===== config.mk =====
export PLATFORM = sky130hd
export DESIGN_NAME = larson_scanner_gen2
export DESIGN_NICKNAME = d
export VERILOG_FILES = /design/src/rtl/larson_scanner_gen2.sv
export SDC_FILE = /design/constraint.sdc
export NUM_CORES = 1
export LEC_CHECK = 0
export ABC_AREA = 0
export BUFFER_PORTS_ARGS = -buffer_cell sky130_fd_sc_hd__buf_2
export CORE_ASPECT_RATIO = 1.5
export CORE_MARGIN = 5
export CORE_UTILIZATION = 27
export CTS_CLUSTER_SIZE = 40
export DETAILED_ROUTE_END_ITERATION = 10
export GPL_ROUTABILITY_DRIVEN = 0
export PLACE_DENSITY_LB_ADDON = 0.08
export SYNTH_ARGS = -nofsm -noshare
export SYNTH_HDL_FRONTEND = slang
export SYNTH_SLANG_ARGS = --single-unit

===== constraint.sdc =====
create_clock -name i_clk -period 2.27 [get_ports i_clk]
set_input_delay 0.227 -clock i_clk [delete_from_list [all_inputs] [get_ports i_clk]]
set_output_delay 0.227 -clock i_clk [all_outputs]
set_load 0.005 [all_outputs]

===== src/rtl/larson_scanner_gen2.sv =====
// LED scanner: one lit head swept across LED_COUNT active-low outputs, with
// bounce / wrap-up / wrap-down / hold modes, step prescaler and a PWM-dimmed tail.

module larson_led_cell #(
  parameter int IDX = 0,
  parameter int PW  = 4,
  parameter int TL  = 1
) (
  input  logic [PW-1:0]         head_pos,
  input  logic [TL-1:0][PW-1:0] tail_pos,
  input  logic [TL-1:0]         tail_on,
  output logic                  sel_n
);
  logic lit;
  always_comb begin
    lit = (head_pos == PW'(IDX));
    for (int j = 0; j < TL; j++)
      if (tail_on[j] && tail_pos[j] == PW'(IDX)) lit = 1'b1;
  end
  assign sel_n = ~lit;
endmodule

module larson_scanner_gen2 #(
  parameter int LED_COUNT      = 16,
  parameter int PRESCALE_WIDTH = 16,
  parameter int TAIL_LEN       = 2
) (
  input  logic                          i_clk,
  input  logic                          i_n_rst,
  input  logic                          i_en,
  input  logic                          i_sync,
  input  logic [1:0]                    i_mode,
  input  logic [PRESCALE_WIDTH-1:0]     i_period,
  output logic [LED_COUNT-1:0]          o_selection,
  output logic [$clog2(LED_COUNT)-1:0]  o_position,
  output logic                          o_dir,
  output logic                          o_tick,
  output logic                          o_wrap
);
  localparam int PW = $clog2(LED_COUNT);
  localparam int TL = (TAIL_LEN == 0) ? 1 : TAIL_LEN;
  localparam logic [PW-1:0] LAST = PW'(LED_COUNT - 1);
  localparam logic [1:0] M_BOUNCE = 2'b00, M_UP = 2'b01, M_DOWN = 2'b10;

  logic [PRESCALE_WIDTH-1:0] cnt;
  logic [PW-1:0]             pos, nxt_pos;
  logic                      dir, nxt_dir;
  logic                      step, moved, wrap_ev;
  logic [2:0]                pwm;
  logic [TL-1:0][PW-1:0]     tail_pos;
  logic [TL-1:0]             tail_vld, tail_on;

  assign step = i_en && (cnt >= i_period);

  always_comb begin
    nxt_pos = pos;
    nxt_dir = dir;
    moved   = 1'b0;
    wrap_ev = 1'b0;
    if (step) begin
      unique case (i_mode)
        M_BOUNCE: begin
          moved = 1'b1;
          if (!dir) begin
            if (pos == LAST) begin nxt_pos = LAST - 1'b1; nxt_dir = 1'b1; wrap_ev = 1'b1; end
            else nxt_pos = pos + 1'b1;
          end else begin
            if (pos == '0) begin nxt_pos = PW'(1); nxt_dir = 1'b0; wrap_ev = 1'b1; end
            else nxt_pos = pos - 1'b1;
          end
        end
        M_UP: begin
          moved   = 1'b1;
          nxt_dir = 1'b0;
          if (pos == LAST) begin nxt_pos = '0; wrap_ev = 1'b1; end
          else nxt_pos = pos + 1'b1;
        end
        M_DOWN: begin
          moved   = 1'b1;
          nxt_dir = 1'b1;
          if (pos == '0) begin nxt_pos = LAST; wrap_ev = 1'b1; end
          else nxt_pos = pos - 1'b1;
        end
        default: ;  // hold: tick only
      endcase
    end
  end

  always_ff @(posedge i_clk or negedge i_n_rst) begin
    if (!i_n_rst) begin
      cnt <= '0; pos <= '0; dir <= 1'b0; pwm <= '0; o_tick <= 1'b0; o_wrap <= 1'b0;
    end else begin
      pwm <= pwm + 1'b1;
      if (i_sync) begin
        cnt <= '0; pos <= '0; dir <= 1'b0; o_tick <= 1'b0; o_wrap <= 1'b0;
      end else begin
        if (step)      cnt <= '0;
        else if (i_en) cnt <= cnt + 1'b1;
        pos    <= nxt_pos;
        dir    <= nxt_dir;
        o_tick <= step;
        o_wrap <= wrap_ev;
      end
    end
  end

  // Tail history: entry 0 is the most recent previous head position.
  generate
    if (TAIL_LEN > 0) begin : g_tail
      always_ff @(posedge i_clk or negedge i_n_rst) begin
        if (!i_n_rst) begin
          tail_pos <= '0; tail_vld <= '0;
        end else if (i_sync) begin
          tail_vld <= '0;
        end else if (moved) begin
          tail_pos[0] <= pos;
          tail_vld[0] <= 1'b1;
          for (int j = 1; j < TL; j++) begin
            tail_pos[j] <= tail_pos[j-1];
            tail_vld[j] <= tail_vld[j-1];
          end
        end
      end
    end else begin : g_no_tail
      assign tail_pos = '0;
      assign tail_vld = '0;
    end
  endgenerate

  genvar j, k;
  generate
    for (j = 0; j < TL; j++) begin : g_duty
      assign tail_on[j] = tail_vld[j] && (pwm < 3'(8 >> (j + 1)));
    end
    for (k = 0; k < LED_COUNT; k++) begin : g_led
      larson_led_cell #(.IDX(k), .PW(PW), .TL(TL)) u_cell (
        .head_pos (pos),
        .tail_pos (tail_pos),
        .tail_on  (tail_on),
        .sel_n    (o_selection[k])
      );
    end
  endgenerate

  assign o_position = pos;
  assign o_dir      = dir;
endmodule


==> load_flow_metrics.sql <==
INSERT INTO impl_metrics (metric_group, metric, value, unit) VALUES
('run_status', 'outcome', 'finished, violations left', ''),
('run_status', 'violations', 'negative setup slack', ''),
('synthesis', 'synth-seq-area-share', '31.6', '%'),
('timing', 'timing.final.crit_period', '2.35', 'ns'),
('finish', 'syn2layout_area_growth', '33.1', '%'),
('synthesis', 'synth.ff_latch_count', '36', ''),
('synthesis', 'synth-edff-count', '0', ''),
('timing', 'slew_viol_final', '0', ''),
('synthesis', 'post_synthesis_net_count', '365', ''),
('global_route', 'grt_first_pass_wirelength', '13.1', 'mm'),
('clock_tree', 'cts_made_buffers', '5', ''),
('finish', 'finish.cell_count_without_fillers', '528', ''),
('clock_tree', 'tritoncts_clock_tree', 'done', ''),
('critical_path', 'cp-start-kind', 'flip-flop', ''),
('timing', 'number_of_endpoints_failing_setup_at_the_final_stage', '10', ''),
('place', 'detailed_place.area', '0.00336', 'mm2'),
('clock_tree', 'clock-root-buffer', 'sky130_fd_sc_hd__clkbuf_16', ''),
('global_route', 'antenna_found_initial', '0', ''),
('finish', 'final.fill_count', '1107', ''),
('finish', 'final_common_cell', 'sky130_fd_sc_hd__buf_2', ''),
('die', 'placementRows', '46', ''),
('critical_path', 'worstRegToRegCells', '8', ''),
('timing', 'clock_skew', '0.00692', 'ns'),
('critical_path', 'endpoint', 'tail_pos[1]', ''),
('finish', 'final_cell_mix', 'sky130_fd_sc_hd__buf_2, sky130_fd_sc_hd__dfrtp_1, sky130_fd_sc_hd__buf_4, sky130_fd_sc_hd__inv_1', ''),
('clock_tree', 'htree_levels', '2', ''),
('synthesis', 'post_synth_top_area_cell', 'sky130_fd_sc_hd__dfrtp_1', ''),
('global_route', 'pin_count_of_the_biggest_net_entering_global_routing', '37', ''),
('synthesis', 'postSynthAreaPerCell', '9.04', 'um2'),
('timing', 'finalCritPeriodShare', '104', '%'),
('timing', 'rsz0062_at_grt', 'true', ''),
('critical_path', 'timing.critical_path.required', '2.44', 'ns'),
('routing', 'postRouteWirelength', '8.64', 'mm'),
('timing', 'slew_headroom', '39.7', '%'),
('finish', 'final_nets', '432', ''),
('finish', 'finish.instance_area', '0.00380', 'mm2'),
('clock_tree', 'clockBufferDepth', '2', ''),
('die', 'floorplan.initialDensity', '27.3', '%'),
('power_and_ir_drop', 'peak_supply_drop', '0.218', 'mV'),
('critical_path', 'crit_arrival', '2.52', 'ns'),
('synthesis', 'netlist_instances', '316', ''),
('finish', 'inserted_diodes', '0', ''),
('flow_run', 'max-cap-violations', '0', ''),
('hold_path', 'hold_class', 'in -> async', ''),
('timing', 'final_critical_path_setup_slack', '-0.0821', 'ns'),
('die', 'number_of_ports_placed_on_the_die_boundary', '45', ''),
('critical_path', 'timing.critical_path.from', 'cnt[14]', ''),
('global_route', 'grt_util_all_layers', '13.4', '%'),
('routing', 'drt_first_pass_iters', '7', ''),
('routing', 'total_vias_in_the_final_route', '2586', ''),
('clock_tree', 'worstSkewPairLatency', '0.29', 'ns'),
('timing', 'hold_violations', '0', ''),
('finish', 'final_layout_size_suffix_gt1_share', '34.4', '%'),
('routing', 'drcViolationCount', '0', ''),
('global_route', 'grt_pass1_vias', '2542', ''),
('place', 'placed_cells_incl_taps', '511', ''),
('power_and_ir_drop', 'cellLeakagePower', '1.83', 'nW'),
('global_route', 'globalRoute.totalOverflow', '0', ''),
('routing', 'antenna_left', '0', ''),
('synthesis', 'synthFlopType', 'sky130_fd_sc_hd__dfrtp_1', ''),
('die', 'die_area', '0.0128', 'mm2'),
('place', 'dp.final_hpwl', '6.33', 'mm'),
('clock_tree', 'tritoncts_num_sinks', '36', ''),
('synthesis', 'postSynth.asyncResetShare', '100', '%'),
('timing', 'actual_slew_at_the_worst_max_slew_pin', '0.904', 'ns'),
('critical_path', 'reg2reg_to', 'tail_pos[1]', ''),
('synthesis', 'netlist_area', '0.00286', 'mm2'),
('timing', 'fmaxAchievable', '0.425', 'GHz'),
('die', 'floorplan.die.width', '94.0', 'um'),
('critical_path', 'launch_point_of_the_worst_reg_to_reg_path', 'cnt[14]', ''),
('clock_tree', 'worst_setup_hold_path_clk_slew', '0.06', 'ns');
## Yosys cell counts, drive strengths merged, types with 3 or more instances
| master | number |
|---|---|
| nor2 | 37 |
| nor2b | 7 |
| nand2b | 4 |
| buf | 17 |
| and3 | 8 |
| and2 | 3 |
| xor2 | 12 |
| inv | 29 |
| a222oi | 15 |
| xnor2 | 3 |
| a21oi | 9 |
| ha | 27 |
| mux2i | 5 |
| nand2 | 28 |
| nor3b | 3 |
| mux2 | 8 |
| clkbuf | 7 |
| a21o | 3 |
| nand3 | 12 |
| nor3 | 5 |
| dfrtp | 36 |
| o21ai | 8 |
## logic make-up after synthesis
| logic type | synth area share (%) |
|---|---|
| AOI/OAI and AO/OA | 17.1 |
| xor gates and xnor gates | 4.60 |
| adders and majority gates | 11.8 |
| buffers and inverters | 9.33 |
| DFF | 31.6 |
| muxes | 5.96 |
| and+or+nand+nor | 19.6 |
## flip-flops by register name, indices dropped and copies added, names as in the netlist
name	cells
o_position	4
o_wrap	1
pwm	3
o_tick	1
cnt	16
o_dir	1
tail_pos	8
tail_vld	2
## worst min path at each step
stage | to | slack, ns | startpoint | cells past startpoint
after floorplan | cnt[0] | -0.07 | i_n_rst | 0
after global placement | cnt[12] | 0.41 | i_n_rst | 1
after detailed placement | cnt[12] | 0.42 | i_n_rst | 1
after CTS | cnt[8] | 0.11 | i_n_rst | 1
after global routing | cnt[8] | 0.14 | i_n_rst | 1
final | cnt[12] | 0.06 | i_n_rst | 1
## stage by stage
stage | utilization (%) | power [mW] | hold WS [ns] | setup WS [ns]
2_1_floorplan | - | 0.728 | -0.0686 | 0.00677
3_3_place_gp | 32.0 | 0.796 | 0.407 | -0.0625
3_5_place_dp | 32.0 | 0.795 | 0.419 | -0.0853
4_1_cts | 34.5 | 1.63 | 0.106 | -0.0542
5_1_grt | 36.3 | 1.69 | 0.136 | -0.160
6_report | 36.3 | 1.61 | 0.0591 | -0.0821
## final cells by class
type                            count  area (um2)  area share (%)
Timing Repair Buffer               84         562            14.8
Sequential cell                    36         901            23.7
Inverter                           29         109            2.86
Tap cell                          144         180            4.74
Clock inverter                      3        42.5            1.12
Multi-Input combinational cell    227        1880            49.5
Clock buffer                        5         125            3.29
## layer usage
metal | global-route usage, % | vias to the layer above | part of all wire [%] | wire length (um)
met5 | 0 | - | 0 | 0
met4 | 6.18 | 0 | 3.4 | 296
met3 | 2.16 | 18 | 5.3 | 457
met2 | 24.7 | 105 | 53 | 4580
met1 | 14.9 | 1214 | 38 | 3310
li1 | - | 1249 | - | -
## worst max-delay path, stage by stage, from the launching register on
cell                      delay (ns)
sky130_fd_sc_hd__dfrtp_1        0.40
sky130_fd_sc_hd__ha_4           0.30
sky130_fd_sc_hd__nand4_4        0.14
sky130_fd_sc_hd__nor3_4         0.24
sky130_fd_sc_hd__nand3_2        0.12
sky130_fd_sc_hd__a31o_4         0.25
sky130_fd_sc_hd__or3_4          0.35
sky130_fd_sc_hd__buf_6          0.15
sky130_fd_sc_hd__mux2_4         0.29
## report_power, final
group          internal [mW]  switching, mW  total (mW)
registers              0.644        0.00238       0.647
clock network          0.516          0.288       0.804
logic                 0.0644         0.0917       0.156
total                   1.22          0.382        1.61
## timing repair
| item | CTS | global route |
|---|---|---|
| gates cloned | 1 | 1 |
| buffers inserted | 1 | 6 |
| gates resized for setup | 11 | 25 |
| setup endpoints to repair | 10 | 18 |
| hold buffers | 0 | 0 |
| pin swaps | 3 | 13 |
Power figures use the tool's default switching activity.
